$ cat src/rtl/interfaz_captura_vga.sv
// interfaz_captura_vga: once-per-frame BCD snapshot to ASCII plus VGA colour path.
// Captures NUM_CANALES packed-BCD bytes on entry to vertical blanking, converts
// each nibble to 7-bit ASCII, flags non-BCD nibbles, and drives the registered
// 12-bit RGB output through the palette, graphics mux and alarm band.
// Optional feature macro: PARPADEO_ALARMA_EN (blinking alarm band). When it is
// undefined the band is solid whenever ring is high and no blink counter exists.
module interfaz_captura_vga #(
  parameter int          NUM_CANALES     = 11,
  parameter int          ALTO_VISIBLE    = 480,
  parameter int          CICLOS_PARPADEO = 100000000,
  parameter int          ALARMA_Y_INI    = 473,
  parameter int          ALARMA_Y_FIN    = 480,
  parameter logic [11:0] COLOR_FONDO     = 12'h032
) (
  input  logic                      clk,
  input  logic                      reset,
  input  logic [9:0]                pixely,
  input  logic                      video_on,
  input  logic                      dp,
  input  logic                      graficos,
  input  logic [11:0]               datoMemoria,
  input  logic [2:0]                color_addr,
  input  logic [8*NUM_CANALES-1:0]  datos_in,
  input  logic                      congelar,
  input  logic                      ring,
  output logic [14*NUM_CANALES-1:0] ascii_out,
  output logic                      captura_tick,
  output logic [NUM_CANALES-1:0]    bcd_error,
  output logic [11:0]               rgbO
);

  localparam logic [9:0]  ALTO_S      = 10'(ALTO_VISIBLE);
  localparam logic [9:0]  BANDA_INI_S = 10'(ALARMA_Y_INI);
  localparam logic [9:0]  BANDA_FIN_S = 10'(ALARMA_Y_FIN);
  localparam logic [11:0] COLOR_ALARMA = 12'hF00;

  // A nibble above 9 is not a decimal digit and renders as a dash.
  function automatic logic nibble_invalido(input logic [3:0] n);
    return (n > 4'd9);
  endfunction

  function automatic logic [6:0] bcd_a_ascii(input logic [3:0] n);
    logic [6:0] c;
    if (nibble_invalido(n)) begin
      c = 7'h2D;
    end else begin
      c = {3'b011, n};
    end
    return c;
  endfunction

  logic                      blk_s;
  logic                      blk_r;
  logic                      ev_s;
  logic [14*NUM_CANALES-1:0] ascii_s;
  logic [NUM_CANALES-1:0]    err_s;
  logic                      fase_s;
  logic                      banda_s;
  logic [11:0]               paleta_s;
  logic [11:0]               mux_s;

  assign blk_s = (pixely >= ALTO_S);
  // Rising edge of the blanking flag: one event per frame.
  assign ev_s  = blk_s & ~blk_r;

  // Conversion of every channel from the live input bytes.
  always_comb begin
    ascii_s = '0;
    err_s   = '0;
    for (int k = 0; k < NUM_CANALES; k++) begin
      ascii_s[14*k +: 7]   = bcd_a_ascii(datos_in[8*k +: 4]);
      ascii_s[14*k+7 +: 7] = bcd_a_ascii(datos_in[8*k+4 +: 4]);
      err_s[k] = nibble_invalido(datos_in[8*k +: 4]) |
                 nibble_invalido(datos_in[8*k+4 +: 4]);
    end
  end

  // Blanking edge tracking and once-per-frame capture of all channels.
  always_ff @(posedge clk) begin
    if (reset) begin
      blk_r        <= 1'b0;
      captura_tick <= 1'b0;
      ascii_out    <= {(2*NUM_CANALES){7'h30}};
      bcd_error    <= '0;
    end else begin
      blk_r <= blk_s;
      if (ev_s && !congelar) begin
        captura_tick <= 1'b1;
        ascii_out    <= ascii_s;
        bcd_error    <= err_s;
      end else begin
        captura_tick <= 1'b0;
      end
    end
  end

`ifdef PARPADEO_ALARMA_EN
  localparam int CW = (CICLOS_PARPADEO > 1) ? $clog2(CICLOS_PARPADEO) : 1;
  localparam logic [CW-1:0] CNT_MAX = CW'(CICLOS_PARPADEO - 1);

  logic [CW-1:0] cnt_r;
  logic          fase_r;

  // Blink phase generator: runs only while the alarm rings, cleared otherwise.
  always_ff @(posedge clk) begin
    if (reset) begin
      cnt_r  <= '0;
      fase_r <= 1'b0;
    end else if (!ring) begin
      cnt_r  <= '0;
      fase_r <= 1'b0;
    end else if (cnt_r == CNT_MAX) begin
      cnt_r  <= '0;
      fase_r <= ~fase_r;
    end else begin
      cnt_r  <= cnt_r + CW'(1);
    end
  end

  assign fase_s = fase_r;
`else
  assign fase_s = 1'b1;
`endif

  // Palette ROM indexed by the renderer colour index.
  always_comb begin
    paleta_s = COLOR_FONDO;
    case (color_addr)
      3'd0:    paleta_s = 12'h032;
      3'd1:    paleta_s = 12'h000;
      3'd2:    paleta_s = 12'hFFE;
      3'd3:    paleta_s = 12'h111;
      3'd4:    paleta_s = 12'h222;
      3'd5:    paleta_s = 12'h333;
      3'd6:    paleta_s = 12'h032;
      3'd7:    paleta_s = 12'h120;
      default: paleta_s = COLOR_FONDO;
    endcase
  end

  assign banda_s = ring && fase_s && (pixely >= BANDA_INI_S) && (pixely <= BANDA_FIN_S);

  // Colour priority: graphics memory, then alarm band, then palette.
  always_comb begin
    mux_s = paleta_s;
    if (graficos) begin
      mux_s = datoMemoria;
    end else if (banda_s) begin
      mux_s = COLOR_ALARMA;
    end else begin
      mux_s = paleta_s;
    end
  end

  // Registered pixel colour; background outside lit visible pixels.
  always_ff @(posedge clk) begin
    if (reset) begin
      rgbO <= COLOR_FONDO;
    end else if (video_on && dp) begin
      rgbO <= mux_s;
    end else begin
      rgbO <= COLOR_FONDO;
    end
  end

endmodule

$ cat config.mk
export PLATFORM = sky130hd
export DESIGN_NAME = interfaz_captura_vga
export DESIGN_NICKNAME = d
export VERILOG_FILES = /design/src/rtl/interfaz_captura_vga.sv
export SDC_FILE = /design/constraint.sdc
export NUM_CORES = 1
export LEC_CHECK = 0
export CAP_MARGIN = 30
export CORE_MARGIN = 3
export CORE_UTILIZATION = 44
export CTS_BUF_LIST = sky130_fd_sc_hd__clkbuf_8
export CTS_CLUSTER_DIAMETER = 50
export DETAILED_ROUTE_END_ITERATION = 8
export PLACE_DENSITY = 0.88
export SLEW_MARGIN = 15
export SYNTH_ARGS = -nofsm -noshare
export SYNTH_HDL_FRONTEND = slang
export SYNTH_SLANG_ARGS = --single-unit
$ cat constraint.sdc
create_clock -name clk -period 3.7 [get_ports clk]
set_input_delay 0.74 -clock clk [delete_from_list [all_inputs] [get_ports clk]]
set_output_delay 0.74 -clock clk [all_outputs]
set_load 0.005 [all_outputs]
==> results.cfg, run 1 <==
[timing]
fin_crit_sh_pct = 63.7
fmax_mhz = 425
hold_ws_ns = 0.452
max_slew_margin_pct = 51.1
layout_setup_ws_ns = 1.34
skew_ns = 0.00762
timing_hold_violations_final = 0
setup_viol = 0
setup-tns-final_ns = 0
rsz0062_at_grt = false
tightest_slew_ns = 0.733
min_period_ns = 2.36
slew_viol_final = 0

[yosys]
ys_seq_area_share_pct = 46.7
async_reset_ff_share_pct = 0
avgSynthCellArea_um2 = 8.76
synth_seq_cells = 135
synthCells = 661
ys.warnings.count = 0
ys.flop_type = dfxtp_1
synth_edf_count = 0
yosys.cell_types.count = 33
syn_area_um2 = 5790

[finish]
nets = 1016
area_delta_synth_final_pct = 48.1
drive_above_1_share_pct = 8.97
diodes = 0
instances_no_fill = 1075
fill_cells = 1013

[grt]
grt_pass1_wl_um = 25000
antenna_found_initial = 0
grt_overflow = 0
grt_pass1_vias = 5007
grt_start_max_net_pins = 133
grt_usage_pct = 21.6

[cts]
cts_hold_repair.buffers = 0
clk_pin_slew_worst_paths_ns = 0.08
clock_latency_ns = 0.43
htreeDepth = 4
cts_setup_buffers = 0
cts.repair.resized = 0
numCtsBuffers = 17
cts_buffer_depth = 2
cts_sinks = 135
cts_tree = done
clock_tree.root_cell = clkbuf_8

[die]
die-area_um2 = 14600
io_pins = 298
die_h_um = 121
row_count = 41
initial_core_util_pct = 45.5
core_area_um2 = 12700
die_w_um = 121

[routing]
wl_per_cell_um = 15.3
drc_errors = 0
ant_nets = 0
first_pass_iters = 5
vias = 5375
vias_per_cell = 5.00
drtIter0Drc = 341
drt-total-wl_um = 16400

[critical_path]
cp_num_buf_inv = 2
cpPeakStageDelay_ns = 0.58
crit_chain = clkdlybuf4s50_1, a41oi_2, or3_4, buf_12, nor3b_2, nor3_1
crit_fanout = 49
cp-end-kind = register
path_delay_family = simple AND/OR/NAND/NOR gates
setup.worst_path.class = in -> reg
worst_ep_required_time_ns = 4.01
crit_arrival_ns = 2.66
start_kind = input pin
cp_slowest_cell = or3_4

[placement]
placement.io_buffers = 253
preCtsSetupSlack_ns = 0.933
dp.cells = 1043
hpwl_um = 11700
place_congestion = 0.784

[power_and_ir_drop]
max-vdd-ir-drop_mv = 0.276
p_leak_nw = 3.06
power.density_nw_per_um2 = 382

[job]
cap_viol_max_count = 0

[worst_hold_path]
hp-class = reg -> reg

[status]
status = finished, final reports clean
cells in the mapped netlist (6+ instances only):
| library cell | instances | area, um^2 |
|---|---|---|
| o21ai_0 | 24 | 120 |
| clkbuf_1 | 22 | 82.6 |
| buf_6 | 6 | 67.6 |
| nand3b_1 | 22 | 165 |
| a21oi_1 | 55 | 275 |
| nor3_1 | 90 | 450 |
| ha_1 | 6 | 75.1 |
| a311oi_1 | 11 | 96.3 |
| buf_4 | 47 | 353 |
| dfxtp_1 | 135 | 2700 |
| nor3b_2 | 40 | 500 |
| nor2_1 | 81 | 304 |
| buf_2 | 13 | 65.1 |
| nand2_1 | 73 | 274 |
layer usage:
| layer | share of wire [%] | global-route usage (%) | vias up | routed length [um] |
|---|---|---|---|---|
| li1 | - | - | 2648 | - |
| met1 | 37 | 22.7 | 2481 | 6140 |
| met2 | 51 | 38.1 | 210 | 8370 |
| met3 | 9.3 | 9.17 | 36 | 1530 |
| met4 | 2.3 | 8.22 | 0 | 381 |
| met5 | 0 | 0 | - | 0 |
placed cells by master, fill, tap and decap left out, types with 2 or more instances in the layout:
| cell type | netlist | routed |
|---|---|---|
| o311a_1 | 3 | 3 |
| mux2i_1 | 2 | 2 |
| nand2b_1 | 4 | 4 |
| nand3b_1 | 22 | 22 |
| nor3b_2 | 40 | 40 |
| buf_4 | 47 | 3 |
| o21ai_0 | 24 | 24 |
| nor2_1 | 81 | 81 |
| dfxtp_1 | 135 | 135 |
| ha_1 | 6 | 6 |
| nor3_1 | 90 | 90 |
| a21oi_1 | 55 | 55 |
| a311oi_1 | 11 | 11 |
| clkdlybuf4s50_1 | 0 | 252 |
| clkbuf_8 | 0 | 21 |
| nand2_1 | 73 | 73 |
| clkinv_2 | 0 | 5 |
| buf_12 | 0 | 3 |
| o31ai_1 | 2 | 2 |
| conb_1 | 2 | 44 |
| nor3b_1 | 5 | 5 |
| nand3_1 | 2 | 2 |
| inv_1 | 3 | 6 |
power breakdown:
| group | total [W] | switching [W] | internal [W] |
|---|---|---|---|
| clock | 0.00114 | 0.000548 | 0.000590 |
| combinational | 0.000569 | 0.000249 | 0.000321 |
| sequential | 0.00157 | 0.0000371 | 0.00153 |
stage by stage:
step	utilization (%)	total power [W]	cell area, um^2
final	67.4	0.00327	8580
after global routing	67.4	0.00341	8580
after CTS	67.4	0.00330	8580
after detailed placement	64.5	0.00217	8210
after global placement	64.5	0.00215	8210
after floorplan	-	0.00186	5950
sequential cells by signal (all words and copies together) (netlist names):
name          count
ascii_out       110
blk_r             1
bcd_error        11
rgbO             12
captura_tick      1
cells by family after synthesis:
| kind of cell | after synthesis | synth area share, % |
|---|---|---|
| other | 2 | 0.130 |
| flip-flops | 135 | 46.7 |
| adder cells (fa/ha/maj) | 6 | 1.30 |
| multiplexers | 2 | 0.346 |
| buffers and inverters | 93 | 10.1 |
| AND/OR/NAND/NOR | 324 | 31.4 |
| AO/OA/AOI/OAI | 99 | 10.0 |
worst min-delay path, stage by stage (launching register included):
cell and delay (ns):
dfxtp_1 0.31, nand2_1 0.05, a21oi_1 0.05
worst paths after layout:
kind,slack (ns),start,end,cells after the start
max,1.34,pixely[5],ascii_out[93],6
min,0.45,ascii_out[43],ascii_out[43],2
max reg2reg,2.00,blk_r,ascii_out[93],4
min reg2reg,0.45,ascii_out[43],ascii_out[43],2
area by class of cell:
class / instances / area, um^2 / area share [%]
Clock inverter: 11 / 82.6 / 0.963
Timing Repair Buffer: 258 / 2610 / 30.4
Multi-Input combinational cell: 475 / 2670 / 31.2
Inverter: 3 / 11.3 / 0.131
Sequential cell: 135 / 2700 / 31.5
Clock buffer: 21 / 289 / 3.37
Tap cell: 172 / 215 / 2.51
No activity file was read; power rests on OpenSTA's default activity.
==> inputs of run 2 (changes only) <==
--- a/config.mk
+++ b/config.mk
@@ -7,11 +7,11 @@
 export LEC_CHECK = 0
 export CAP_MARGIN = 30
 export CORE_MARGIN = 3
-export CORE_UTILIZATION = 44
+export CORE_UTILIZATION = 41
 export CTS_BUF_LIST = sky130_fd_sc_hd__clkbuf_8
 export CTS_CLUSTER_DIAMETER = 50
 export DETAILED_ROUTE_END_ITERATION = 8
-export PLACE_DENSITY = 0.88
+export PLACE_DENSITY = 0.82
 export SLEW_MARGIN = 15
 export SYNTH_ARGS = -nofsm -noshare
 export SYNTH_HDL_FRONTEND = slang
==> constraint.sdc (replaced) <==
create_clock -name clk -period 2.4 [get_ports clk]
set_input_delay 0.48 -clock clk [delete_from_list [all_inputs] [get_ports clk]]
set_output_delay 0.48 -clock clk [all_outputs]
set_load 0.005 [all_outputs]
==> run 2 against run 1 <==
  * Clock skew up 0.00059 ns
  * Utilization down 2.9 points
  * Sequential power up 54%
  * Sequential share of layout area down 0.49 points
  * Global-route usage down 1.4 points
  * Setup slack worse by 0.82 ns
  * Design area up 1.6%
  * Sequential cell count unchanged
  * Critical path type unchanged
  * Largest cell class unchanged
  * Largest power group unchanged
==> results.cfg, run 2 (synthesized netlist as in run 1, its figures left out) <==
[timing]
setup-tns-final_ns = 0
timing_hold_violations_final = 0
skew_ns = 0.00821
slew_viol_final = 0
tightest_slew_ns = 0.539
setup_viol = 0
fin_crit_sh_pct = 78.0
max_slew_margin_pct = 63.5
fmax_mhz = 534
min_period_ns = 1.87
rsz0062_at_grt = false

[power_and_ir_drop]
seqPwrFrac_pct = 46.6
max-vdd-ir-drop_mv = 0.386
comb_power_share_pct = 17.2
internal-power_w = 0.00386
power.density_nw_per_um2 = 595
p_sw_w = 0.00132
switching_share_pct = 25.5
p_clk_share_pct = 36.2
p_leak_nw = 3.10

[die]
die_h_um = 125
core_area_um2 = 13500
io_pins = 298
row_count = 42
die_w_um = 125
die-area_um2 = 15600
initial_core_util_pct = 42.9

[cts]
cts.repair.resized = 0
clock_tree.root_cell = clkbuf_8
cts_buffer_depth = 2
htreeDepth = 4
cts_sinks = 135
clock_latency_ns = 0.44
cts_setup_buffers = 0
cts_tree = done
numCtsBuffers = 17
cts_hold_repair.buffers = 0
clk_pin_slew_worst_paths_ns = 0.08

[routing]
first_pass_iters = 5
ant_nets = 0
drc_errors = 0
vias = 5392
wl_per_cell_um = 14.9
vias_per_cell = 4.96
drtIter0Drc = 356
drt-total-wl_um = 16200

[finish]
drive_above_1_share_pct = 9.99
area_delta_synth_final_pct = 50.4
top_register = ascii_out
nets = 1024
layout_common_cells = clkdlybuf4s50_1, dfxtp_1, nor3_1
final_common_cell = clkdlybuf4s50_1
largest_reg_flops = 110
top_regs = ascii_out x110, rgbO x12, bcd_error x11
final_util_pct = 64.5
fill_cells = 1127
instances_no_fill = 1088

[critical_path]
cpPeakStageDelay_ns = 0.51
start_kind = input pin
setup.worst_path.class = in -> reg
crit_fanout = 68
cp_slowest_cell = clkdlybuf4s50_1
path_delay_family = buffers and inverters
worst_ep_required_time_ns = 2.71
crit_path_start = pixely[7]
cp-end-kind = register
r2r-start = blk_r
crit_arrival_ns = 2.19
cp_num_buf_inv = 2
crit_chain = clkdlybuf4s50_1, a41oi_2, or3_4, buf_12, nor3b_1, nor3_1

[grt]
grt_usage_pct = 20.1
grt_overflow = 0
antenna_found_initial = 1
grt_start_max_net_pins = 91
grt_pass1_wl_um = 26000
grt_pass1_vias = 5102

[status]
status = finished, final reports clean

[placement]
place_congestion = 0.835
placement.io_buffers = 253
hpwl_um = 11700
dp.cells = 1055

[job]
cap_viol_max_count = 0

[worst_hold_path]
hp-class = in -> reg
hold_start = reset
==> run 2: stage by stage <==
| stage | total power, W | instance area (um^2) | setup WS (ns) | hold slack, ns |
|---|---|---|---|---|
| after floorplan | 0.00287 | 5950 | 0.796 | 0.435 |
| after global placement | 0.00335 | 8310 | 0.128 | 0.437 |
| after detailed placement | 0.00336 | 8310 | 0.0722 | 0.445 |
| after CTS | 0.00524 | 8710 | 0.509 | 0.244 |
| after global routing | 0.00544 | 8710 | 0.441 | 0.254 |
| final | 0.00519 | 8710 | 0.528 | 0.275 |
==> run 2: power by group through the flow <==
stage | Sequential [W] | Combinational (W) | Clock, W
2_1_floorplan | 0.00247 | 0.000394 | 0
3_3_place_gp | 0.00246 | 0.000884 | 0
3_5_place_dp | 0.00247 | 0.000893 | 0
4_1_cts | 0.00242 | 0.000899 | 0.00193
5_1_grt | 0.00243 | 0.000976 | 0.00204
6_report | 0.00242 | 0.000893 | 0.00188
==> run 2: per-layer routing <==
metal,track usage [%],share of wire [%]
met5,0,0
met1,23.0,40
met2,33.8,49
met4,7.72,2.3
met3,7.98,8.9
==> run 2: final timing paths <==
kind,to,slack (ns),depth (start not counted)
hold / removal,blk_r,0.27,2
setup reg to reg,ascii_out[105],0.95,4
setup / recovery,ascii_out[105],0.53,6
hold reg to reg,ascii_out[78],0.45,2
==> run 2: final cells by class <==
type	instances	area, um^2	area share [%]
Sequential cell	135	2700	31.0
Timing Repair Buffer	266	2700	31.0
Multi-Input combinational cell	475	2670	30.7
Clock buffer	20	275	3.16
Tap cell	176	220	2.53
Clock inverter	12	128	1.46
Inverter	3	11.3	0.129
Antenna cell	1	2.50	0.0287
==> inputs of run 3 (changes only) <==
==> constraint.sdc (replaced) <==
create_clock -name clk -period 1.9 [get_ports clk]
set_input_delay 0.38 -clock clk [delete_from_list [all_inputs] [get_ports clk]]
set_output_delay 0.38 -clock clk [all_outputs]
set_load 0.005 [all_outputs]
==> run 3 against run 2 <==
  * Total power increased by 24%
  * Non-clock buffer count grew 34
  * Clock skew is 0.0061 ns higher
  * Critical endpoint is now ascii_out[112]
  * Cell count rose by 2.8%
  * Combinational power rose by 34%
  * Design area up 3.1%
  * Worst hold slack improved by 0.051 ns
  * Highest routed layer unchanged
  * Setup slack lost 0.36 ns
  * First-iteration DRC count shrank 13%
  * Routed wire length up 1.9%
  * Largest power group unchanged
==> results.cfg, run 3 (synthesized netlist as in run 1, its figures left out) <==
[status]
status = finished, final reports clean

[cts]
numCtsBuffers = 17
clock_tree.root_cell = clkbuf_8
htreeDepth = 4
cts_buffer_depth = 2
cts.repair.resized = 0
cts_hold_repair.buffers = 0
clock_latency_ns = 0.43
clk_pin_slew_worst_paths_ns = 0.08
cts_sinks = 135
cts_setup_buffers = 0
cts_tree = done

[finish]
nets = 1058
final_common_cell = clkdlybuf4s50_1
drive_above_1_share_pct = 12.7
top_register = ascii_out
fill_cells = 1101
largest_reg_flops = 110
top_regs = ascii_out x110, rgbO x12, bcd_error x11
diodes = 0
area_delta_synth_final_pct = 55.0
layout_common_cells = clkdlybuf4s50_1, dfxtp_1, nor3_1

[routing]
drt-total-wl_um = 16500
vias_per_cell = 4.88
drc_errors = 0
ant_nets = 0
vias = 5464
drtIter0Drc = 310
first_pass_iters = 5
wl_per_cell_um = 14.8

[timing]
tightest_slew_ns = 0.515
setup_viol = 0
slew_viol_final = 0
setup-tns-final_ns = 0
rsz0062_at_grt = false
fmax_mhz = 578
timing_hold_violations_final = 0
max_slew_margin_pct = 65.3
min_period_ns = 1.73
fin_crit_sh_pct = 91.1
skew_ns = 0.0143

[grt]
grt_pass1_wl_um = 26500
grt_overflow = 0
grt_start_max_net_pins = 88
grt_pass1_vias = 5250
grt_usage_pct = 20.7
antenna_found_initial = 0

[critical_path]
crit_arrival_ns = 1.35
cp_num_buf_inv = 1
worst_ep_required_time_ns = 1.52
rr_worst_depth = 4
path_delay_family = buffers and inverters
start_kind = register
crit_cells = 1
setup.worst_path.class = reg -> out
crit_fanout = 2
cp_slowest_cell = clkdlybuf4s50_1
cp-end-kind = output pin
cpPeakStageDelay_ns = 0.53
crit_chain = clkdlybuf4s50_1

[die]
initial_core_util_pct = 42.9
core_area_um2 = 13500
io_pins = 298
die_h_um = 125
row_count = 42
die-area_um2 = 15600
die_w_um = 125

[power_and_ir_drop]
p_leak_nw = 3.29
power_w = 0.00644
max-vdd-ir-drop_mv = 0.569
power.density_nw_per_um2 = 717

[placement]
place_congestion = 0.824
placement.io_buffers = 253
hpwl_um = 12200

[worst_hold_path]
hp-class = in -> reg
hold_depth = 3

[job]
cap_viol_max_count = 0
run 3: final timing paths:
path,start,end,slack (ns)
setup / recovery,ascii_out[112],ascii_out[112],0.17
hold / removal,reset,rgbO[8],0.33
setup reg to reg,blk_r,ascii_out[100],0.47
hold reg to reg,ascii_out[36],ascii_out[36],0.45
run 3: layout make-up:
cell class              instances  area [um^2]  area share (%)
flip-flops and latches        135         2700            30.1
repair buffers                300         3020            33.6
well taps                     176          220            2.45
inverters                       3         11.3           0.125
multi-input cells             475         2670            29.8
clock inverters                13          120            1.34
clock buffers                  17          234            2.61
run 3: per-stage QoR:
step / hold slack, ns / cells / worst slack, ns / instance area, um^2 / util, %
2_1_floorplan: 0.435 / 703 / 0.396 / 5950 / -
3_3_place_gp: 0.438 / 1089 / -0.218 / 8630 / 63.9
3_5_place_dp: 0.445 / 1089 / -0.259 / 8630 / 63.9
4_1_cts: 0.290 / 1119 / 0.117 / 8980 / 66.5
5_1_grt: 0.289 / 1119 / 0.0923 / 8980 / 66.5
6_report: 0.326 / 1119 / 0.170 / 8980 / 66.5
run 3: where the power goes:
part | leakage, nW | internal (W) | switching (W)
combinational | 1.99 | 0.000708 | 0.000496
clock | 0.196 | 0.00112 | 0.00106
sequential | 1.10 | 0.00298 | 0.0000755
run 3: tightest hold or removal path: stages:
cell and delay [ns]:
buf_4 0.11, nor2_1 0.10, o311a_1 0.12
run 3: per-layer routing:
metal	part of all wire, %	global-route usage [%]
met5	0	0
met4	2.4	7.97
met3	9.2	7.98
met2	49	34.8
met1	40	23.7
